$ cat src/rtl/react_sched_pkg.sv
// Shared types and default sizing for the reactive-core scheduler.
package react_sched_pkg;

    localparam int NREQ_DEF    = 4;
    localparam int QUANTUM_DEF = 4;

    typedef enum logic [1:0] {
        ST_IDLE   = 2'd0,
        ST_SWITCH = 2'd1,
        ST_RUN    = 2'd2
    } state_e;

endpackage

$ cat src/rtl/react_sched_rr_pick.sv
// Combinational round-robin picker: lowest-distance requester at or after start.
module rr_pick #(
    parameter int NREQ = 4,
    parameter int IW   = $clog2(NREQ)
) (
    input  logic [NREQ-1:0] req,
    input  logic [IW-1:0]   start,
    output logic            found,
    output logic [IW-1:0]   idx
);

    // Walk farthest-to-nearest so the nearest hit is the one left standing.
    always_comb begin
        found = 1'b0;
        idx   = '0;
        for (int k = NREQ - 1; k >= 0; k--) begin
            int j;
            j = int'(start) + k;
            if (j >= NREQ) begin
                j = j - NREQ;
            end else begin
                j = j;
            end
            if (req[j]) begin
                found = 1'b1;
                idx   = IW'(j);
            end else begin
                found = found;
            end
        end
    end

endmodule

$ cat src/rtl/react_sched.sv
// Time-slices one reactive core among NREQ requesters with a round-robin quantum.
module react_sched
    import react_sched_pkg::*;
#(
    parameter int NREQ    = NREQ_DEF,
    parameter int QUANTUM = QUANTUM_DEF,
    parameter int IW      = $clog2(NREQ),
    parameter int CW      = $clog2(QUANTUM + 1)
) (
    input  logic            clk,
    input  logic            rst,
    input  logic [NREQ-1:0] req,
    input  logic [NREQ-1:0] in_bit,
    input  logic            core_out,
    output logic            core_in,
    output logic            core_rst,
    output logic [NREQ-1:0] grant,
    output logic            out_valid,
    output logic            out_bit,
    output logic [IW-1:0]   out_id
);

    state_e          state_r, state_n;
    logic [IW-1:0]   id_r, id_n;
    logic [IW-1:0]   ptr_r, ptr_n;
    logic [CW-1:0]   cnt_r, cnt_n;
    logic [IW-1:0]   id_inc_s;
    logic [IW-1:0]   pick_start_s;
    logic [IW-1:0]   pick_idx_s;
    logic            pick_found_s;
    logic [NREQ-1:0] owner_s;
    logic            other_req_s;
    logic            step_s;
    logic [NREQ-1:0] grant_s;
    logic            core_in_s;
    logic            core_rst_s;

    assign id_inc_s     = (id_r == IW'(NREQ - 1)) ? '0 : id_r + IW'(1);
    assign owner_s      = {{(NREQ-1){1'b0}}, 1'b1} << id_r;
    assign other_req_s  = |(req & ~owner_s);
    // While running, the search starts past the owner so it is considered last.
    assign pick_start_s = (state_r == ST_RUN) ? id_inc_s : ptr_r;

    rr_pick #(.NREQ(NREQ), .IW(IW)) u_pick (
        .req   (req),
        .start (pick_start_s),
        .found (pick_found_s),
        .idx   (pick_idx_s)
    );

    // Next-state and core-facing controls.
    always_comb begin
        state_n    = state_r;
        id_n       = id_r;
        ptr_n      = ptr_r;
        cnt_n      = cnt_r;
        grant_s    = '0;
        core_in_s  = 1'b0;
        core_rst_s = 1'b0;
        step_s     = 1'b0;
        case (state_r)
            ST_IDLE: begin
                if (pick_found_s) begin
                    id_n    = pick_idx_s;
                    state_n = ST_SWITCH;
                end else begin
                    state_n = ST_IDLE;
                end
            end
            ST_SWITCH: begin
                grant_s    = owner_s;
                core_rst_s = 1'b1;
                cnt_n      = '0;
                state_n    = ST_RUN;
            end
            ST_RUN: begin
                grant_s = owner_s;
                if (!req[id_r]) begin
                    ptr_n = id_inc_s;
                    if (pick_found_s) begin
                        id_n    = pick_idx_s;
                        state_n = ST_SWITCH;
                    end else begin
                        state_n = ST_IDLE;
                    end
                end else begin
                    core_in_s = in_bit[id_r];
                    step_s    = 1'b1;
                    if (cnt_r == CW'(QUANTUM - 1)) begin
                        if (other_req_s) begin
                            ptr_n   = id_inc_s;
                            id_n    = pick_idx_s;
                            state_n = ST_SWITCH;
                        end else begin
                            cnt_n = '0;
                        end
                    end else begin
                        cnt_n = cnt_r + CW'(1);
                    end
                end
            end
            default: begin
                state_n = ST_IDLE;
            end
        endcase
    end

    // Scheduler state registers.
    always_ff @(posedge clk or posedge rst) begin
        if (rst) begin
            state_r <= ST_IDLE;
            id_r    <= '0;
            ptr_r   <= '0;
            cnt_r   <= '0;
        end else begin
            state_r <= state_n;
            id_r    <= id_n;
            ptr_r   <= ptr_n;
            cnt_r   <= cnt_n;
        end
    end

    // Capture of each counted core step.
    always_ff @(posedge clk or posedge rst) begin
        if (rst) begin
            out_valid <= 1'b0;
            out_bit   <= 1'b0;
            out_id    <= '0;
        end else begin
            out_valid <= step_s;
            if (step_s) begin
                out_bit <= core_out;
                out_id  <= id_r;
            end
        end
    end

    assign grant    = grant_s;
    assign core_in  = core_in_s;
    assign core_rst = core_rst_s;

endmodule

$ cat config.mk
export PLATFORM = sky130hd
export DESIGN_NAME = react_sched
export DESIGN_NICKNAME = d
export VERILOG_FILES = /design/src/rtl/react_sched_pkg.sv /design/src/rtl/react_sched_rr_pick.sv /design/src/rtl/react_sched.sv
export SDC_FILE = /design/constraint.sdc
export NUM_CORES = 1
export LEC_CHECK = 0
export ABC_AREA = 1
export CAP_MARGIN = 10
export CORE_MARGIN = 8
export CORE_UTILIZATION = 40
export CTS_CLUSTER_DIAMETER = 120
export DETAILED_ROUTE_END_ITERATION = 12
export SLEW_MARGIN = 20
export SYNTH_ARGS = -nofsm -noshare
export SYNTH_HDL_FRONTEND = slang
export SYNTH_SLANG_ARGS = --single-unit
$ cat constraint.sdc
create_clock -name clk -period 2.8 [get_ports clk]
set_clock_uncertainty 0.05 [all_clocks]
set_input_delay 0.56 -clock clk [delete_from_list [all_inputs] [get_ports clk]]
set_output_delay 0.56 -clock clk [all_outputs]
set_load 0.005 [all_outputs]
==> run metrics <==
CTS tree=yes; post-cts resize count=0; Crit. End Element=output port; DR vias/cell=just under 5; CTS Buf Count=3; number of synthesized register bits=13; area growth from synthesis to layout=22.6%; cells along the critical path=clkdlybuf4s50_1 > nand2_1 > nand3_2 > nand3_4 > a21oi_1 > clkdlybuf4s50_1; Vias=1078; routed len/inst=about 12 µm; hold_buf cts=0; worst path bufs/invs=2; Worst-path clk slew=~90 ps; largest cells by area after synthesis=dfrtp_1 (28%), nand2_1 (19%), ha_1 (9.8%), nand3_1 (7.0%), inv_1 (6.5%); DRC=0; synthesized net count=187; r2r endpoint=id_r[1]; Routability Congestion=between 0.8 and 0.9; Die Height=just under 70 µm; CP Launch Type=input port; final worst slack=~220 ps; critical path type=input port to output port; CTS root buf=clkbuf_4; Avg Synthesized Cell Area=~6.9 µm²; Hold EP=cnt_r[1]; Final setup viols=0; Max-Cap Viols=0; gr ovfl total=0; initial DRC count=66; Area after DPL=around 1400 µm²; Die Area=4840 µm²; Worst Hold Class=flop to flop; clk_lat worst skew=270 ps; Post-CTS Setup Inserts=0; status=complete, no violations; # diodes=0; Lkg Pwr=0.765 nW; Die X=about 70 µm; GRT Total Usage=0.116; Worst R2R Setup Slack=580 ps; share of layout cells above drive strength 1=0.152; Top delay family on crit path=buffers and inverters; Core Region=2730 µm²; Synth Instances=around 170; Final period util=0.920; IO buf count=20; clk buf depth=2; Placement Setup Slack=between 200 and 250 ps; RR Startpoint=id_r[0]; crit-path most repeated cell=clkdlybuf4s50_1; setup_tns=0 ps; RSZ-0062 raised after global routing=false; biggest area consumer among synthesized cells=dfrtp_1; WHS Path Cells=2; Max Clk Rate=0.388 GHz; Mapped Area=1150 µm²; worst path required time=roughly 2200 ps; Max stage delay on crit path=~520 ps; Crit-path slowest cell=clkdlybuf4s50_1; sequential element share of the synthesized area=0.284; starting density of the core=0.420; vias in the first global route=1094; Final Hold Viols=0; asr flop ratio synth=1.00; Slew HR=0.658; std cell rows=19; max-slew violations=0; CTS sink count=13; Synthesis Warnings=0; Synth top area share=0.284; ys flop type=dfrtp_1; post-route design area=1410 µm²; H-tree levels=1; largest net degree at the start of global routing=14; Final Critical Period=about 2600 ps; drt first pass iters=4; reg2reg path depth=14; # IOs=21; CP Max Fanout=3; hold_sp=cnt_r[1]; post-synthesis cell type count=26; Peak VDD IR=0.680 mV; fin nets=between 200 and 250; first-pass GRT wire length=4820 µm; Slew @ Worst Pin=between 500 and 600 ps; crit path DAT=approximately 2000 ps; Final ANT Viol Nets=0; initial antenna violation count=0; Post-synth EDFFs=0; final wirelength=around 2700 µm; P per Cell Area=about 1200 nW/µm²; Post-DP HPWL=between 2000 and 2500 µm
[sequential cells by signal, indices dropped and copies added (netlist names)]
signal / cells
id_r: 2
out_id: 2
ptr_r: 2
state_r: 2
out_bit: 1
cnt_r: 3
out_valid: 1
[tightest hold or removal path: cells and delay by family (launching register included)]
family	cells	cell delay [ps]
and+or+nand+nor	2	90
DFF	1	360
[worst max-delay path by stage]
stage / depth (start not counted) / start / end
2_1_floorplan: 15 / id_r[0] / id_r[1]
3_3_place_gp: 6 / req[1] / core_in
3_5_place_dp: 6 / req[1] / core_in
4_1_cts: 6 / req[1] / core_in
5_1_grt: 6 / req[1] / core_in
6_report: 6 / req[1] / core_in
[synth_stat cells, types with 4 or more instances]
cell type,instances
nand2_1,58
inv_1,20
nand3_1,16
dfrtp_1,13
ha_1,9
nor2_1,9
o21ai_0,7
nand2_2,4
[through the flow]
stage                     hold WS [ps]  cells  total power [mW]  utilization
after floorplan                    387    167              1.19            -
after global placement             413    218              1.48        0.504
after detailed placement           418    218              1.51        0.504
after CTS                          441    222              1.63        0.514
after global routing               476    222              1.83        0.514
final                              434    222              1.62        0.514
[per-layer routing]
metal | track usage | share of wire | vias up
met5 | 0 | 0 | -
met4 | 0.0387 | 0.013 | 0
met3 | 0.0272 | 0.054 | 4
met2 | 0.201 | 0.47 | 22
met1 | 0.137 | 0.46 | 481
li1 | - | - | 571
[layout by cell type, fill, tap and decap left out, types with 2 or more instances in the layout]
cell type | netlist | final
a21oi_1 | 3 | 3
nor2_2 | 3 | 3
nand2_4 | 3 | 3
ha_1 | 9 | 9
inv_1 | 20 | 20
buf_4 | 0 | 2
inv_2 | 3 | 3
dfrtp_1 | 13 | 13
inv_4 | 2 | 2
nor2_1 | 9 | 9
clkbuf_4 | 0 | 3
clkdlybuf4s50_1 | 0 | 20
nand3_2 | 3 | 3
o21ai_0 | 7 | 7
nand2_1 | 58 | 58
o22ai_1 | 2 | 2
nand3_1 | 16 | 16
nand2_2 | 4 | 4
[power breakdown]
group          switching, mW  leakage (nW)  internal (mW)
Clock                 0.0650        0.0177         0.0528
Sequential            0.0835         0.164          0.264
Combinational          0.686         0.584          0.473
Total                  0.835         0.765          0.789
[area by class of cell]
cell class	count	area (µm²)
Clock buffer	3	22.5
Tap cell	31	38.8
Sequential cell	13	325
Clock inverter	1	5.00
Fill cell	263	1330
Inverter	25	98.8
Timing Repair Buffer	22	215
Multi-Input combinational cell	127	701
[logic make-up after synthesis]
logic type,Yosys count,synth area share
AND/OR/NAND/NOR,101,0.425
buffers and inverters,27,0.106
AO/OA/AOI/OAI,17,0.0872
flip-flops,13,0.284
adder cells (fa/ha/maj),9,0.0981
Note: power is estimated with default switching activity, not from simulation.
